`config.mk`:
```
export PLATFORM = sky130hd
export DESIGN_NAME = pwm_audio_decoder_flat
export DESIGN_NICKNAME = d
export VERILOG_FILES = /design/src/rtl/pwm_audio_decoder_pkg.sv /design/src/rtl/pwm_audio_decoder_if.sv /design/src/rtl/pwm_audio_decoder_edge_period_meter.sv /design/src/rtl/pwm_audio_decoder.sv /design/src/flat_wrapper.sv
export SDC_FILE = /design/constraint.sdc
export NUM_CORES = 1
export LEC_CHECK = 0
export CAP_MARGIN = 40
export CORE_MARGIN = 8
export CORE_UTILIZATION = 46
export CTS_BUF_LIST = sky130_fd_sc_hd__clkbuf_8
export DETAILED_ROUTE_END_ITERATION = 16
export PLACE_DENSITY = 0.68
export SYNTH_ARGS = -nofsm -noshare
export SYNTH_HDL_FRONTEND = slang
export SYNTH_SLANG_ARGS = --single-unit
```
`constraint.sdc`:
```
create_clock -name clk -period 2 [get_ports clk]
set_input_delay 0.4 -clock clk [delete_from_list [all_inputs] [get_ports clk]]
set_output_delay 0.4 -clock clk [all_outputs]
set_load 0.02 [all_outputs]
```
`src/rtl/pwm_audio_decoder_pkg.sv`:
```
// Shared audio constants for the PWM generator and its receive-side decoder.
package pwm_audio_decoder_pkg;

    localparam int unsigned DefWindowBits = 8;
    localparam int unsigned DefPeriodBits = 16;

    // Square tone: base count 100 stepped by 4 gives the half-period in clocks.
    localparam int unsigned ToneBase         = 100;
    localparam int unsigned ToneStep         = 4;
    localparam int unsigned SquareHalfPeriod = ToneBase / ToneStep;
    localparam int unsigned SquarePeriod     = 2 * SquareHalfPeriod;

    localparam logic [7:0] LfsrSeed = 8'hA5;

endpackage

```
`src/rtl/pwm_audio_decoder_if.sv`:
```
// Sound stream in, duty and period measurements out.
interface pwm_audio_decoder_if
    import pwm_audio_decoder_pkg::*;
#(
    parameter int unsigned WINDOW_BITS = DefWindowBits,
    parameter int unsigned PERIOD_BITS = DefPeriodBits
);

    logic                   sound_in;
    logic [WINDOW_BITS:0]   sample;
    logic                   sample_valid;
    logic [PERIOD_BITS-1:0] period;
    logic                   period_valid;
    logic                   period_overflow;

    modport slave (
        input  sound_in,
        output sample,
        output sample_valid,
        output period,
        output period_valid,
        output period_overflow
    );

    modport master (
        output sound_in,
        input  sample,
        input  sample_valid,
        input  period,
        input  period_valid,
        input  period_overflow
    );

endinterface

```
`src/rtl/pwm_audio_decoder_edge_period_meter.sv`:
```
// Rising-edge-to-rising-edge period meter with a saturating counter and overflow flag.
module pwm_audio_decoder_edge_period_meter
    import pwm_audio_decoder_pkg::*;
#(
    parameter int unsigned PERIOD_BITS = DefPeriodBits
) (
    input  logic                   clk,
    input  logic                   reset,
    input  logic                   s_q_i,
    input  logic                   s_prev_i,
    output logic [PERIOD_BITS-1:0] period_o,
    output logic                   period_valid_o,
    output logic                   period_overflow_o
);

    logic                   rise;
    logic [PERIOD_BITS-1:0] per_cnt_q, per_cnt_d;
    logic [PERIOD_BITS-1:0] period_q, period_d;
    logic                   armed_q, armed_d;
    logic                   valid_q, valid_d;
    logic                   ovf_q, ovf_d;

    always_comb begin
        rise      = s_q_i & ~s_prev_i;
        per_cnt_d = per_cnt_q;
        period_d  = period_q;
        armed_d   = armed_q;
        valid_d   = 1'b0;
        ovf_d     = ovf_q;
        if (rise) begin
            // The first edge after reset or overflow has no reference, so it only arms.
            if (armed_q && !ovf_q) begin
                period_d = per_cnt_q + PERIOD_BITS'(1);
                valid_d  = 1'b1;
            end
            per_cnt_d = '0;
            armed_d   = 1'b1;
            ovf_d     = 1'b0;
        end else if (&per_cnt_q) begin
            ovf_d   = 1'b1;
            armed_d = 1'b0;
        end else begin
            per_cnt_d = per_cnt_q + PERIOD_BITS'(1);
        end
    end

    always_ff @(posedge clk) begin
        if (reset) begin
            per_cnt_q <= '0;
            period_q  <= '0;
            armed_q   <= 1'b0;
            valid_q   <= 1'b0;
            ovf_q     <= 1'b0;
        end else begin
            per_cnt_q <= per_cnt_d;
            period_q  <= period_d;
            armed_q   <= armed_d;
            valid_q   <= valid_d;
            ovf_q     <= ovf_d;
        end
    end

    assign period_o          = period_q;
    assign period_valid_o    = valid_q;
    assign period_overflow_o = ovf_q;

endmodule

```
`src/rtl/pwm_audio_decoder.sv`:
```
// Recovers windowed duty cycle and square-tone period from the 1-bit audio PWM stream.
module pwm_audio_decoder
    import pwm_audio_decoder_pkg::*;
#(
    parameter int unsigned WINDOW_BITS = DefWindowBits,
    parameter int unsigned PERIOD_BITS = DefPeriodBits
) (
    input logic                clk,
    input logic                reset,
    pwm_audio_decoder_if.slave bus
);

    logic                   s_q, s_prev;
    logic [WINDOW_BITS-1:0] win_cnt_q, win_cnt_d;
    logic [WINDOW_BITS:0]   acc_q, acc_d, acc_sum;
    logic [WINDOW_BITS:0]   sample_q, sample_d;
    logic                   sample_valid_q, sample_valid_d;

    always_comb begin
        // One extra bit of headroom lets a fully-high window read 2^WINDOW_BITS.
        acc_sum        = acc_q + (WINDOW_BITS + 1)'(s_q);
        win_cnt_d      = win_cnt_q + WINDOW_BITS'(1);
        acc_d          = acc_sum;
        sample_d       = sample_q;
        sample_valid_d = 1'b0;
        if (&win_cnt_q) begin
            acc_d          = '0;
            sample_d       = acc_sum;
            sample_valid_d = 1'b1;
        end
    end

    always_ff @(posedge clk) begin
        if (reset) begin
            s_q            <= 1'b0;
            s_prev         <= 1'b0;
            win_cnt_q      <= '0;
            acc_q          <= '0;
            sample_q       <= '0;
            sample_valid_q <= 1'b0;
        end else begin
            s_q            <= bus.sound_in;
            s_prev         <= s_q;
            win_cnt_q      <= win_cnt_d;
            acc_q          <= acc_d;
            sample_q       <= sample_d;
            sample_valid_q <= sample_valid_d;
        end
    end

    pwm_audio_decoder_edge_period_meter #(
        .PERIOD_BITS(PERIOD_BITS)
    ) u_period (
        .clk              (clk),
        .reset            (reset),
        .s_q_i            (s_q),
        .s_prev_i         (s_prev),
        .period_o         (bus.period),
        .period_valid_o   (bus.period_valid),
        .period_overflow_o(bus.period_overflow)
    );

    assign bus.sample       = sample_q;
    assign bus.sample_valid = sample_valid_q;

endmodule
```
`src/flat_wrapper.sv`:
```
// flat-port wrapper written by rule: the top's interface ports become plain ports
module pwm_audio_decoder_flat import pwm_audio_decoder_pkg::*;
#(
    parameter int unsigned WINDOW_BITS = DefWindowBits,
    parameter int unsigned PERIOD_BITS = DefPeriodBits
)
  (clk, reset, bus_sound_in, bus_sample, bus_sample_valid, bus_period, bus_period_valid, bus_period_overflow);
  pwm_audio_decoder_if #(.WINDOW_BITS(WINDOW_BITS), .PERIOD_BITS(PERIOD_BITS)) bus_i ();
  input logic clk;
  input logic reset;
  input wire logic [$bits(bus_i.sound_in)-1:0] bus_sound_in;
  output wire logic [$bits(bus_i.sample)-1:0] bus_sample;
  output wire logic [$bits(bus_i.sample_valid)-1:0] bus_sample_valid;
  output wire logic [$bits(bus_i.period)-1:0] bus_period;
  output wire logic [$bits(bus_i.period_valid)-1:0] bus_period_valid;
  output wire logic [$bits(bus_i.period_overflow)-1:0] bus_period_overflow;
  assign bus_i.sound_in = bus_sound_in;
  assign bus_sample = bus_i.sample;
  assign bus_sample_valid = bus_i.sample_valid;
  assign bus_period = bus_i.period;
  assign bus_period_valid = bus_i.period_valid;
  assign bus_period_overflow = bus_i.period_overflow;
  pwm_audio_decoder #(.WINDOW_BITS(WINDOW_BITS), .PERIOD_BITS(PERIOD_BITS)) u_core (.clk(clk), .reset(reset), .bus(bus_i));
endmodule
```
==> results.cfg, run 1 <==
[status]
status = finished clean

[synth]
synthDistinctLibCells = 37
syn_nets = 258
netlist_top_cells_count = dfxtp_1 (64), nor2_1 (36), xor2_1 (16)
synth.most_common_cell = dfxtp_1
netlist_top_cells_area = dfxtp_1 (52%), xor2_1 (5.7%), nor2_1 (5.5%), a211oi_1 (4.6%), xnor2_1 (3.2%)
synth_top_area_share_pct = 52.2
async_flop_share_pct = 0
yosys_warnings = 0
synthFlopType = dfxtp_1
synth_largest_area_cell = dfxtp_1
syn_inst = 251
synth.cell_area_sq_mm = 0.00245
avgSynthCellArea_sq_um = 9.78
ys_ff_latch = 64
synth_seq_area_share_pct = 52.2
synth_edf_count = 0

[place]
place_congestion = 0.805
dp_hpwl_um = 3340
dpl_worst_slack_ps = 239
io_buffers = 30

[setup_path]
crit_path_max_incr_delay_ps = 750
cpLargestDelayFamily = simple AND/OR/NAND/NOR gates
r2r-end = u_core.u_period.armed_q
reg2reg_from = u_core.u_period.per_cnt_q[1]
cp_max_fo = 10
crit_required_ps = 2220
crit_type = flop to flop
path_cells = ha_1, nand3_1, or4_1, a21oi_2, nor2_1
end_kind = flop
r2r_slack_ps = 210
slowest_stage = or4_1
crit_path_start_kind = flop
r2r_cells = 5
arrival_ps = 2010
critical_path_buf_inv_count = 0

[floorplanning]
die_h_um = 89.1
start_util_pct = 47.8
core_sq_mm = 0.00514
rows = 26
dieArea_sq_mm = 0.00793
die_w_um = 89.1
io_pins = 31

[hold_path]
hp-class = flop to flop
min_delay_path_depth = 1
whs_endpoint = u_core.win_cnt_q[0]
holdCritStartpoint = u_core.win_cnt_q[0]

[sta]
tns_ps = 0
post-route-min-period_ps = 1790
skew_ps = 6.70
grt_setup_unrepaired = no
finalCritPeriodShare_pct = 89.4
final-setup-viol-count = 0
worst_pin_slew_ps = 622
maxSlewViolCount = 0
fmax_mhz = 560
postLayoutSetupSlackWorst_ps = 213
relSlewSlack_pct = 58.4
hold_violations = 0

[final_layout]
drive_above_1_share_pct = 12.3
final_nets = 295
diodes = 0
fin_util_pct = 60.4
areaGrowthSynthToFinish_pct = 26.4

[clocking]
cts.sinks = 64
path_clk_slew_ps = 70
cts_buffers = 9
cts-root-buf = clkbuf_8
cts-htree-levels = 3
cts_resized = 0
cts_setup_buffers = 0
holdBufCountCts = 0
clk_latency_ps = 340
cts_tree = done
clock_path_buffers = 2

[routing]
drc = 0
wirelength_um = 4770
viasPerCell = 5.15
wire_per_inst_um = 13.1
first_iter_violations = 97
first_pass_iters = 4
ant_nets = 0
route.vias.total = 1870

[grt]
grt_max_degree = 22
grt.overflow.total = 0
grt_pass1_wl_um = 8140
track_usage_pct = 13.3
grt_pass1_vias = 1802
antenna_found_initial = 0

[flow_run]
cap_violations = 0

[power_and_ir_drop]
p_leak_uw = 0.00109
power_uw = 2780
p_per_area_mw_per_mm2 = 894
peakVddDrop_uv = 675
==> kinds of logic after synthesis <==
group	share of synthesized area [%]
AND/OR/NAND/NOR	21.0
buffers and inverters	2.70
AO/OA/AOI/OAI	11.6
flip-flops	52.2
XOR/XNOR	9.58
multiplexers	0.816
adder cells (fa/ha/maj)	2.04
==> power breakdown <==
| part | switching, uW | internal, uW | total (uW) |
|---|---|---|---|
| clock | 508 | 829 | 1340 |
| sequential | 15.0 | 1300 | 1310 |
| combinational | 68.9 | 54.6 | 124 |
==> worst reg2reg max path: stages (launching register included) <==
cell and delay, ps:
dfxtp_1 360, ha_1 180, nand3_1 110, or4_1 750, a21oi_2 220, nor2_1 50
==> per-stage QoR <==
stage	std cells	hold slack, ps	cell area, sq um
after detailed placement	347	441	2860
final	363	451	3100
after floorplan	251	418	2450
after global placement	347	433	2860
after CTS	363	457	3100
after global routing	363	489	3100
==> worst max path at each step <==
stage                                       from                            to  slack (ps)  depth (start not counted)
finish              u_core.u_period.per_cnt_q[1]       u_core.u_period.armed_q         210                          5
floorplan           u_core.u_period.per_cnt_q[0]       u_core.u_period.armed_q         190                          6
global route        u_core.u_period.per_cnt_q[1]  u_core.u_period.per_cnt_q[0]          70                          5
global placement                           reset          u_core.bus.sample[1]         290                          3
detailed placement  u_core.u_period.per_cnt_q[1]       u_core.u_period.armed_q         240                          5
CTS                 u_core.u_period.per_cnt_q[1]       u_core.u_period.armed_q         210                          5
==> area by class of cell <==
type | instances | area [sq um]
Tap cell | 70 | 87.6
Clock buffer | 9 | 124
Clock inverter | 7 | 120
Timing Repair Buffer | 40 | 375
Sequential cell | 64 | 1280
Inverter | 2 | 7.51
Fill cell | 475 | 2040
Multi-Input combinational cell | 171 | 1110
==> state kept, by name (all words and copies together) (netlist names) <==
name / count
u_core.u_period.period_o: 16
u_core.s_prev: 1
u_core.bus.sample: 9
u_core.u_period.period_valid_o: 1
u_core.win_cnt_q: 8
u_core.bus.sample_valid: 1
u_core.s_q: 1
u_core.u_period.period_overflow_o: 1
u_core.acc_q: 9
u_core.u_period.per_cnt_q: 16
u_core.u_period.armed_q: 1
==> layout by cell type, fill, tap and decap left out, types with 5 or more instances in the layout <==
cell type / count
nand3_1: 15
nand4_1: 7
nand2_1: 7
nor2_1: 36
clkdlybuf4s50_1: 30
clkbuf_8: 9
a211oi_1: 15
xnor2_1: 9
a21oi_1: 15
buf_4: 10
dfxtp_1: 64
xor2_1: 16
nor2b_1: 5
o2bb2ai_1: 7
==> metal layers <==
metal  vias to the layer above  GRT usage, %  routed length, um
met5                         -             0                  0
met4                         0          6.04                 79
met3                         9          4.60                219
met2                        33          20.7               2110
met1                       868          16.2               2360
li1                        960             -                  -
No activity file was read; power rests on OpenSTA's default activity.
==> run 2, diff against run 1 <==
--- a/config.mk
+++ b/config.mk
@@ -10,7 +10,7 @@
 export CORE_UTILIZATION = 46
 export CTS_BUF_LIST = sky130_fd_sc_hd__clkbuf_8
 export DETAILED_ROUTE_END_ITERATION = 16
-export PLACE_DENSITY = 0.68
+export PLACE_DENSITY = 0.73
 export SYNTH_ARGS = -nofsm -noshare
 export SYNTH_HDL_FRONTEND = slang
 export SYNTH_SLANG_ARGS = --single-unit
==> results.cfg, run 2 (synthesized netlist as in run 1, its figures left out) <==
[place]
place_congestion = 0.800
placed_area_sq_mm = 0.00285
dp_cells = 346
io_buffers = 30
dp_hpwl_um = 3400

[grt]
antenna_found_initial = 0
grt_pass1_vias = 1794
track_usage_pct = 13.5
grt.overflow.total = 0
grt_pass1_wl_um = 8280
grt_max_degree = 33

[final_layout]
drive_above_1_share_pct = 12.0
final-instance-count-excl-fill = 362
final_area_sq_mm = 0.00311
final_nets = 294
final_cell_mix = dfxtp_1 (64), nor2_1 (36), clkdlybuf4s50_1 (30), xor2_1 (16)
diodes = 0
final_common_cell = dfxtp_1
areaGrowthSynthToFinish_pct = 26.5

[routing]
viasPerCell = 5.24
ant_nets = 0
wire_per_inst_um = 13.7
first_pass_iters = 4
drc = 0
wirelength_um = 4940
first_iter_violations = 108
route.vias.total = 1897

[floorplanning]
die_w_um = 89.1
start_util_pct = 47.8
dieArea_sq_mm = 0.00793
core_sq_mm = 0.00514
rows = 26
die_h_um = 89.1
io_pins = 31

[clocking]
holdBufCountCts = 0
cts_tree = done
cts.sinks = 64
cts-htree-levels = 3
clk_latency_ps = 340
cts_buffers = 9
cts_setup_buffers = 0
cts-root-buf = clkbuf_8
cts_resized = 0
clock_path_buffers = 2
path_clk_slew_ps = 70

[sta]
tns_ps = 0
fin_hold_ws_ps = 446
hold_violations = 0
fmax_mhz = 571
final-setup-viol-count = 0
maxSlewViolCount = 0
finalCritPeriodShare_pct = 87.6
skew_ps = 8.00
grt_setup_unrepaired = no
post-route-min-period_ps = 1750
relSlewSlack_pct = 57.6
worst_pin_slew_ps = 634

[setup_path]
cp_max_fo = 10
arrival_ps = 1970
end_kind = flop
crit_required_ps = 2220
crit_type = flop to flop
crit_path_start_kind = flop

[hold_path]
hp-class = flop to flop

[status]
status = finished clean

[power_and_ir_drop]
p_switching_uw = 566
p_seq_share_pct = 46.8
p_leak_uw = 0.00109
p_sw_share_pct = 20.1
pwr-share-clk_pct = 48.9
power_frac_comb_pct = 4.3
intPower_uw = 2250
peakVddDrop_uv = 459
p_per_area_mw_per_mm2 = 906

[flow_run]
cap_violations = 0
run 2: cell type report:
type                            instances  area, sq um
Fill cell                             486         2030
Sequential cell                        64         1280
Multi-Input combinational cell        171         1110
Timing Repair Buffer                   39          368
Clock buffer                           11          151
Clock inverter                          5          103
Tap cell                               70         87.6
Inverter                                2         7.51
run 2: path summary, 6_finish.rpt:
path | from | end | slack [ps] | cells past startpoint
setup / recovery | u_core.u_period.per_cnt_q[1] | u_core.u_period.armed_q | 250 | 5
hold / removal | u_core.win_cnt_q[0] | u_core.win_cnt_q[0] | 450 | 1
setup reg to reg | u_core.u_period.per_cnt_q[1] | u_core.u_period.armed_q | 250 | 5
hold reg to reg | u_core.win_cnt_q[0] | u_core.win_cnt_q[0] | 450 | 1
run 2: power groups by stage:
stage	registers [uW]	clock network (uW)	logic, uW
after floorplan	1360	0	64.0
after global placement	1340	0	122
after detailed placement	1340	0	124
after CTS	1320	1400	125
after global routing	1320	1470	137
final	1320	1380	122
run 2: stage by stage:
step	total power [uW]	util [%]	setup WS [ps]
floorplan	1420	-	189
global placement	1470	55.5	229
detailed placement	1470	55.5	186
CTS	2840	60.4	239
global route	2920	60.4	135
finish	2810	60.4	248
run 2: critical path, cell delays in order (launching register included):
cell,delay [ps]
dfxtp_1,360
ha_1,170
nand3_1,100
or4_1,730
a21oi_2,210
nor2_1,50
run 2: metal layers:
layer  routed length, um  track usage (%)
met1                2340             16.0
met2                2270             21.6
met3                 233             3.77
met4                 107             7.70
met5                   0                0
==> edit, RTL diff (flow settings as in run 1) <==
Set the package constant `DefPeriodBits` to 20 (it was 16).
--- a/src/rtl/pwm_audio_decoder_pkg.sv
+++ b/src/rtl/pwm_audio_decoder_pkg.sv
@@ -2,7 +2,7 @@
 package pwm_audio_decoder_pkg;
 
     localparam int unsigned DefWindowBits = 8;
-    localparam int unsigned DefPeriodBits = 16;
+    localparam int unsigned DefPeriodBits = 20;
 
     // Square tone: base count 100 stepped by 4 gives the half-period in clocks.
     localparam int unsigned ToneBase         = 100;
Interface: changed (resized bus_period); port bits go from 31 to 35. No check against the original RTL was run, so the function may have changed too.
==> edit against run 1 <==
Sequential power increased by 13%. Synthesized area increased by 16%. Routed wire length increased by 26%. Clock power decreased by 13%. Sequential cell count increased by 8. Setup slack improved by 0.015 ns. Die area increased by 13%. Cell area increased by 14%. Cell count increased by 17%. Clock skew increased by 0.0016 ns. Count of clock-buffer cells in the layout increased by 1. Utilization decreased by 0.96 points. Power increased by 0.71%.
==> edit: results (changes against run 1) <==
Run status
  • Status: completed (unchanged)

Synth
  • Synth Area in Adders: 0.0176 (was 0.0204)
  • Syn_nets: 307 (was 258)
  • Top cells by count, synth: 72 x dfxtp_1, 36 x nor2_1, 15 x a21oi_1, 15 x nand3_1, 15 x xor2_1 (was 64 x dfxtp_1, 36 x nor2_1, 16 x xor2_1)
  • Multiplexer share of the synthesized area: 0.00704 (was 0.00815)
  • Top cells by area, synth: dfxtp_1 51%, nor2_1 4.7%, xor2_1 4.6% (was dfxtp_1 52%, xor2_1 5.7%, nor2_1 5.5%)
  • Xor/xnor share of the synthesized area: 0.0739 (was 0.0958)
  • Sequential fraction of the synthesis area: 0.507 (was 0.522)

Place
  • Final weighted congestion in routability-driven placement: 0.853 (was 0.805)
  • Dpl ws: 0.156 ns (was 0.239 ns)

Hold path
  • WHS Endpoint: u_core.bus.sample[2] (was u_core.win_cnt_q[0])
  • Worst hold path startpoint: u_core.bus.sample[2] (was u_core.win_cnt_q[0])

Finish
  • Nets: 352 (was 295)
  • Signal buf overhead: 0.128 (was 0.121)
  • Share of cells above drive strength 1: 0.123 (about the same)
  • Clock-cell share: 0.0576 (was 0.0786)
  • Fillers: 542 (was 475)
  • Clock buf count: 10 (was 9)

Critical path
  • Reg2Reg Capture Point: u_core.u_period.period_o[14] (was u_core.u_period.armed_q)
  • Crit-path max FO: 3 (was 10)
  • R2r setup slk: 0.25 ns (was 0.21 ns)
  • CP Data Arrival Time: 1.37 ns (was 2.01 ns)
  • Reg-to-reg startpoint: u_core.u_period.per_cnt_q[0] (was u_core.u_period.per_cnt_q[1])
  • Reg2Reg Depth: 6 (was 5)
  • CP max stage cell: clkdlybuf4s50_1 (was or4_1)

Power
  • Peak supply drop: 0.000564 V (was 0.000675 V)
  • LEAKAGE: 1.19 nW (was 1.09 nW)

GRT
  • First-pass GRT wire length: 10500 um (was 8140 um)
  • GRT Total Usage: 0.146 (was 0.133)
  • Largest net degree at the start of global routing: 36 (was 22)

Timing
  • Least-Margin Pin Slew: 0.442 ns (was 0.622 ns)

Detailed routing
  • Vias: 2280 (was 1870)
[edit: changes by cell type in the layout (fill, tap and decap cells not counted), sizes merged, moves of 3 or more]
cell	change
nand2	+5
a311oi	+7
clkdlybuf4s50	+4
dfxtp	+8
nor3	+4
a211oi	-3
buf	+5
a31oi	+8
o31ai	+3
o21ai	+5
inv	+8
[edit: metal layers]
layer | GRT usage | vias to the layer above | wire (um)
met1 | 0.181 | 1023 | 2790
met4 | 0.0624 | 0 | 100
met2 | 0.231 | 63 | 2680
li1 | - | 1184 | -
met5 | 0 | - | 0
met3 | 0.0437 | 10 | 448
[edit: per-stage QoR]
stage	instance area [sq um]	hold slack, ns	total power [mW]	cells
3_5_place_dp	3330	0.437	1.65	409
2_1_floorplan	2850	0.418	1.60	300
6_report	3540	0.470	2.79	425
5_1_grt	3540	0.487	2.89	425
3_3_place_gp	3330	0.431	1.65	409
4_1_cts	3540	0.476	2.83	425
